### config.mk
export PLATFORM = sky130hd
export DESIGN_NAME = text_block_writer
export DESIGN_NICKNAME = d
export VERILOG_FILES = /design/src/rtl/term_defs_pkg.sv /design/src/rtl/text_block_writer.sv
export SDC_FILE = /design/constraint.sdc
export NUM_CORES = 1
export LEC_CHECK = 0
export CORE_MARGIN = 10
export CORE_UTILIZATION = 50
export DETAILED_ROUTE_END_ITERATION = 8
export HOLD_SLACK_MARGIN = 0.1
export PLACE_DENSITY = 0.8
export SLEW_MARGIN = 30
export SYNTH_ARGS = -nofsm -noshare
export SYNTH_HDL_FRONTEND = slang
export SYNTH_SLANG_ARGS = --single-unit
### constraint.sdc
create_clock -name clk -period 11.5 [get_ports clk]
set_clock_uncertainty 0.05 [all_clocks]
set_input_delay 2.3 -clock clk [delete_from_list [all_inputs] [get_ports clk]]
set_output_delay 2.3 -clock clk [all_outputs]
set_load 0.03 [all_outputs]
### src/rtl/term_defs_pkg.sv
// Shared terminal geometry, cell format and block-writer state encoding.
package term_defs;

    localparam int COLS   = 80;
    localparam int ROWS   = 25;
    localparam int CELLS  = COLS * ROWS;
    localparam int ADDR_W = 11;
    localparam int DATA_W = 16;

    localparam logic [DATA_W-1:0] BLANK_CELL = 16'h0720;

    // CELLS at address width and at the one-bit-wider source-sum width
    localparam logic [ADDR_W-1:0] CELLS_A = ADDR_W'(CELLS);
    localparam logic [ADDR_W:0]   CELLS_W = (ADDR_W + 1)'(CELLS);

    typedef enum logic [1:0] {
        IDLE,
        RUN,
        DRAIN,
        DONE
    } state_t;

endpackage

### src/rtl/text_block_writer.sv
// Bulk fill/copy engine for the text cell RAM write port: issues one cell per
// clock (read at p0), writes it one clock later (p1) from RAM data or the fill value.
module text_block_writer
    import term_defs::*;
(
    input  logic              clk,
    input  logic              resetn,
    input  logic              wr_start,
    input  logic [ADDR_W-1:0] wr_begin,
    input  logic [ADDR_W-1:0] wr_end,
    input  logic [DATA_W-1:0] wr_data,
    input  logic [ADDR_W-1:0] wr_offset,
    output logic              busy,
    output logic              done,
    output logic              mem_rd_en,
    output logic [ADDR_W-1:0] mem_raddr,
    input  logic [DATA_W-1:0] mem_rdata,
    output logic              mem_we,
    output logic [ADDR_W-1:0] mem_waddr,
    output logic [DATA_W-1:0] mem_wdata
);

    state_t            state;
    logic [ADDR_W-1:0] cur;
    logic [ADDR_W-1:0] end_r;
    logic [ADDR_W-1:0] off_r;
    logic [DATA_W-1:0] data_r;

    logic [ADDR_W-1:0] dst_p0, dst_p1;
    logic              copy_p0, copy_p1;
    logic              vld_p0, vld_p1;

    logic [ADDR_W-1:0] start_end;
    logic [ADDR_W-1:0] iss_addr;
    logic [ADDR_W-1:0] iss_off;
    logic [ADDR_W:0]   iss_src;
    logic              iss_copy;
    logic              issue;

    // The first cell is issued straight from the wr_* inputs so reads begin
    // the cycle after start is sampled.
    always_comb begin
        start_end = (wr_end > CELLS_A) ? CELLS_A : wr_end;
        iss_addr  = (state == IDLE) ? wr_begin : cur;
        iss_off   = (state == IDLE) ? wr_offset : off_r;
        iss_src   = {1'b0, iss_addr} + {1'b0, iss_off};
        iss_copy  = (iss_off != '0) && (iss_src < CELLS_W);
        issue     = ((state == IDLE) && wr_start && (wr_begin < start_end)) ||
                    ((state == RUN) && (cur != end_r));
    end

    always_ff @(posedge clk) begin
        if (!resetn) begin
            state     <= IDLE;
            cur       <= '0;
            end_r     <= '0;
            off_r     <= '0;
            data_r    <= '0;
            busy      <= 1'b0;
            done      <= 1'b0;
            mem_rd_en <= 1'b0;
            mem_raddr <= '0;
            dst_p0    <= '0;
            copy_p0   <= 1'b0;
            vld_p0    <= 1'b0;
            dst_p1    <= '0;
            copy_p1   <= 1'b0;
            vld_p1    <= 1'b0;
        end else begin
            // ---- p0 -> p1: issued cell moves to the write stage ----
            dst_p1  <= dst_p0;
            copy_p1 <= copy_p0;
            vld_p1  <= vld_p0;

            // ---- issue stage p0 ----
            done      <= 1'b0;
            vld_p0    <= issue;
            copy_p0   <= issue && iss_copy;
            mem_rd_en <= issue && iss_copy;
            mem_raddr <= (issue && iss_copy) ? iss_src[ADDR_W-1:0] : '0;
            if (issue) begin
                dst_p0 <= iss_addr;
                cur    <= iss_addr + ADDR_W'(1);
            end

            case (state)
                IDLE: begin
                    if (wr_start) begin
                        end_r  <= start_end;
                        off_r  <= wr_offset;
                        data_r <= wr_data;
                        if (issue) begin
                            state <= RUN;
                            busy  <= 1'b1;
                        end else begin
                            done <= 1'b1;
                        end
                    end
                end
                RUN: begin
                    if (cur == end_r) begin
                        state <= DRAIN;
                    end
                end
                DRAIN: begin
                    state <= DONE;
                    busy  <= 1'b0;
                    done  <= 1'b1;
                end
                DONE: begin
                    state <= IDLE;
                end
                default: begin
                    state <= IDLE;
                    busy  <= 1'b0;
                end
            endcase
        end
    end

    // ---- write stage p1 ----
    assign mem_we    = vld_p1;
    assign mem_waddr = dst_p1;
    assign mem_wdata = copy_p1 ? mem_rdata : data_r;

endmodule

# Yosys cells after proc, flatten, opt, wreduce, memory -nomap -nowiden
# Index checks and enable logic that the tools add are counted.
# word_totals
reg_bits	90
latchBits	0
mem_bits_rw	0
romBits	0
out_inout_bits	42
n_memories	0
# op_classes
addsub	2
mul	0
div_mod_pow	0
n_lt_le_gt_ge	3
eq_ne	8
shifts	0
mux	14
n_bitwise	0
reduce_logical	13
# ops
operator	count
2-to-1 mux 11 bit	3
2-to-1 mux 16 bit	1
adder 11 x 11 -> 12 bit	1
< comparator 12 x 11 -> 1 bit (second input constant)	1
adder 11 x 1 -> 11 bit (second input constant)	1
== test 11 bit	1
> comparator 11 bit (second input constant)	1
< comparator 11 bit	1
inequality test 11 bit	1
nonzero test 11 bit	1
one-hot mux 2 bit (4 select lines)	1
2-to-1 mux 2 bit	3
AND reduction 3 bit	2
logical AND 1 bit	5
== test 2 bit (second input constant)	2
2-to-1 mux 1 bit	4
inequality test 2 bit (second input constant)	2
one-hot mux 1 bit (2 select lines)	2
AND reduction 2 bit	2
== test 2 x 1 -> 1 bit (second input constant)	1
logical NOT 2 bit	1
inequality test 2 x 1 -> 1 bit (second input constant)	1
nonzero test 2 bit	1
logical OR 1 bit	1

# Logic depth before layout (Yosys ltp)
# depth
word_depth	8
depth_mapped	16
mapped_depth_nobuf	12

# Least setup slack after synthesis
# No wires, ideal clock.
# synth_path
path_kind	input -> register
start	in wr_end[10]
end	reg mem_raddr[10]
t_arrival_ps	5340
slack_ps	6031
stages	12
path_buffers	2
cell_sequence	inv_1 > or4_1 > clkbuf_1 > nor2b_1 > ha_1 > a21o_1 > a221o_1 > a2111oi_4 > a21oi_1 > or4_4 > buf_6 > a211oi_2
# synth_via
elab_chain_cells	7
# synth_rtl
element	line_no	rtl
from (decl)	text_block_writer.sv:10	input logic [ADDR_W-1:0] wr_end,
> comparator 11 bit	text_block_writer.sv:43	start_end = (wr_end > CELLS_A) ? CELLS_A : wr_end;
2-to-1 mux 11 bit *	text_block_writer.sv:43	
< comparator 11 bit *	text_block_writer.sv:48	issue = ((state == IDLE) && wr_start && (wr_begin < start_end)) ||
logical AND 1 bit *	text_block_writer.sv:48	
logical OR 1 bit *	text_block_writer.sv:48	
logical AND 1 bit *	text_block_writer.sv:80	mem_raddr <= (issue && iss_copy) ? iss_src[ADDR_W-1:0] : '0;
AND reduction 2 bit (no source line) *	n/a	
to (signal assigned)	text_block_writer.sv:80	
to (decl)	text_block_writer.sv:16	output logic [ADDR_W-1:0] mem_raddr,
# Every way passes the cells marked *; elsewhere a longest branch is shown, timed or not.
# A chain may end at the register's enable or synchronous reset.

# Worst setup path after layout
# layout_path
start	in wr_end[10]
end	reg mem_raddr[9]
# The elaborated chain is that of the path after synthesis.

==> results.txt <==
Status: finished, final reports clean
CTS max path bufs: 2
Synth warn: 0
Via count: 4253
Starting Density: 0.5167
WL/cell: 17.27 um
Fill cells: 773
RR Endpoint: mem_raddr[9]$_SDFF_PN0_
Number of global-route vias before repair: 4191
CP arrival: 6.35 ns
Htree depth: 3
RSZ-0062 raised after global routing: false
Core area: 9284 sq um
Root Buffer: clkbuf_8
Worst Reg-to-Reg Cells: 12
Synthesized area: 4797 sq um
GP Congestion: 0.8907
DRT antenna net count: 0
Cell Pwr Density: 280.1 nW/um^2
Adder-cell share of the synthesized area: 0.06938
Async set-reset flop share out of synthesis: 0
Max cap viols: 0
Synth top area share: 0.3756
DRC: 0
Final wirelength: 13330 um
Area of the die: 13910 sq um
Most frequent cell after synthesis: nand2_1
Pre-CTS WS: 5.025 ns
Hold Violations, Final: 0
Most area-hungry cell type in the Yosys netlist: dfxtp_1
Worst setup path class: in -> reg
Post-route setup TNS: 0 ns
CTS clock-pin slew for the worst setup and hold paths: 0.11 ns
Largest family of logic cells by synthesized area: simple AND/OR/NAND/NOR gates
WHS Path Cells: 1
Die Height: 118.0 um
Initial DRC count: 246
Row count: 35
Wire length of the first global-routing pass: 21560 um
Seq/Total Area, Yosys: 0.3756
Maximum vdd drop: 0.0001742 V
Layout Area Growth over Synthesis: 28.30%
Post-CTS Setup Inserts: 0
Clock latency on the worst-skew pair: 0.37 ns
Hold Crit Class: reg -> reg
Gate Count Post-Synth: 549
Hold buffers post-CTS: 0
Ant. Diodes: 0
Avg Cell Area, Syn: 8.738 sq um
Reg2reg setup slack: 6.91 ns
Post-synth top flop: dfxtp_1
Pins over their slew limit: 0
Slew HR: 0.4793
Pleak: 0.002476 uW
Chip Width: 118.0 um
Number of synthesized flops with an enable pin: 0
Worst Setup End Kind: register
Synth Area in XOR/XNOR: 0.04564
Complex-gate fraction of the synthesized area: 0.1479
GRT overflow: 0
Post-synth top cells: nand2_1, dfxtp_1, a21oi_1
Number of register bits inferred by synthesis: 90
Top area cells in the synthesized netlist: dfxtp_1, mux2_2, nand2_1, ha_1, a21oi_1
Initial antenna violation count: 0
Post-synth cell types: 53
Required time of the critical path: 11.73 ns
Synth Net Count: 643
Fin crit share: 0.5326
F_max: 163.3 MHz
Crit path max fanout: 29
Nets: 732
Actual slew at the worst max-slew pin: 0.7752 ns
Setup-failing EPs final: 0
Post-DR vias/cell: 5.509
Power Total: 1724 uW
GR Util All Layers: 0.1861
Largest net degree at the start of global routing: 64
Worst Slack Setup Final: 5.375 ns
CTS Buf Count: 9
DR pass1 iterations: 5
Post-CTS Resized: 0
Post-synthesis mux area share: 0.1307
Top Ports: 110
Hpwl dp: 10170 um
Reg2Reg Launch Point: state[1]$_SDFFE_PN0P_
CTS tree: built
Setup crit start kind: input port
Crit path capture: mem_raddr[9]$_SDFF_PN0_
CP startpoint: wr_end[10]
Clk sinks: 90
Fraction of layout cells with a size suffix above 1: 0.1151
Post-Synth Simple-Gate Area: 0.1865
Final min period: 6.125 ns
IO Port Bufs: 109
per-stage QoR:
step / hold WS (ns) / cells / util / area [sq um]
after detailed placement: 0.3786 / 756 / 0.6423 / 5963
after CTS: 0.4045 / 772 / 0.6629 / 6155
after floorplan: 0.3619 / 549 / - / 4797
final: 0.4010 / 772 / 0.6629 / 6155
after global placement: 0.3762 / 756 / 0.6403 / 5944
after global routing: 0.4235 / 772 / 0.6629 / 6155
routing by layer:
metal	wire, um	track usage
met3	692	0.02830
met4	193	0.05719
met1	5677	0.2352
met5	0	0
met2	6766	0.3168
layout make-up:
cell class / instances / area [sq um] / area share
clock buffers: 9 / 123.9 / 0.02013
clock inverters: 7 / 67.56 / 0.01098
inverters: 16 / 62.56 / 0.01016
multi-input cells: 407 / 2809 / 0.4564
flip-flops and latches: 90 / 1802 / 0.2927
well taps: 129 / 161.4 / 0.02622
repair buffers: 114 / 1129 / 0.1834
worst max-delay path, stage by stage:
cell and delay, ns:
clkdlybuf4s50_1 0.48, inv_1 0.07, or4_1 0.71, nor2b_1 0.23
ha_1 0.29, a21o_1 0.17, a221o_1 0.36, a2111oi_4 0.41
a21oi_2 0.09, buf_4 0.27, or4_4 0.70, a211oi_1 0.25
registers in the layout, summed over array words and instances, names as in the netlist, 2 cells and up:
signal / flops
data_r: 16
cur: 11
dst_p0: 11
end_r: 11
mem_raddr: 11
mem_waddr: 11
off_r: 11
state: 2
where the power goes:
group | total (uW) | switching (uW) | internal [uW]
Clock | 214 | 129 | 85.1
Combinational | 1060 | 620 | 439
Sequential | 451 | 54.5 | 396
cell families after synthesis:
| logic type | Yosys count |
|---|---|
| compound gates | 105 |
| xor+xnor | 25 |
| fa+ha+maj | 26 |
| buf+inv | 52 |
| flops | 90 |
| mux | 58 |
| simple gates | 193 |
how the worst min path moves through the flow:
stage	to	slack, ns	from
6_report	mem_we$_SDFF_PN0_	0.40	vld_p0$_SDFF_PN0_
5_1_grt	mem_we$_SDFF_PN0_	0.42	vld_p0$_SDFF_PN0_
4_1_cts	mem_we$_SDFF_PN0_	0.40	vld_p0$_SDFF_PN0_
3_5_place_dp	mem_we$_SDFF_PN0_	0.38	vld_p0$_SDFF_PN0_
3_3_place_gp	mem_we$_SDFF_PN0_	0.38	vld_p0$_SDFF_PN0_
2_1_floorplan	mem_we$_SDFF_PN0_	0.36	vld_p0$_SDFF_PN0_
layout by cell type (no fill, tap or decap), drive strengths merged, types with 4 or more instances in the layout:
cell	netlist	routed
nor2	33	33
ha	25	25
nand3	14	14
buf	9	5
o21ai	8	8
a31oi	5	5
mux2	37	37
a21o	4	4
mux2i	21	21
and2	16	16
nand4	5	5
clkdlybuf4s50	0	109
a21oi	55	55
nor3	7	7
nand2	93	93
inv	16	21
xnor2	22	22
clkbuf	27	9
a211oi	14	14
dfxtp	90	90
Note: power is estimated with default switching activity, not from simulation.
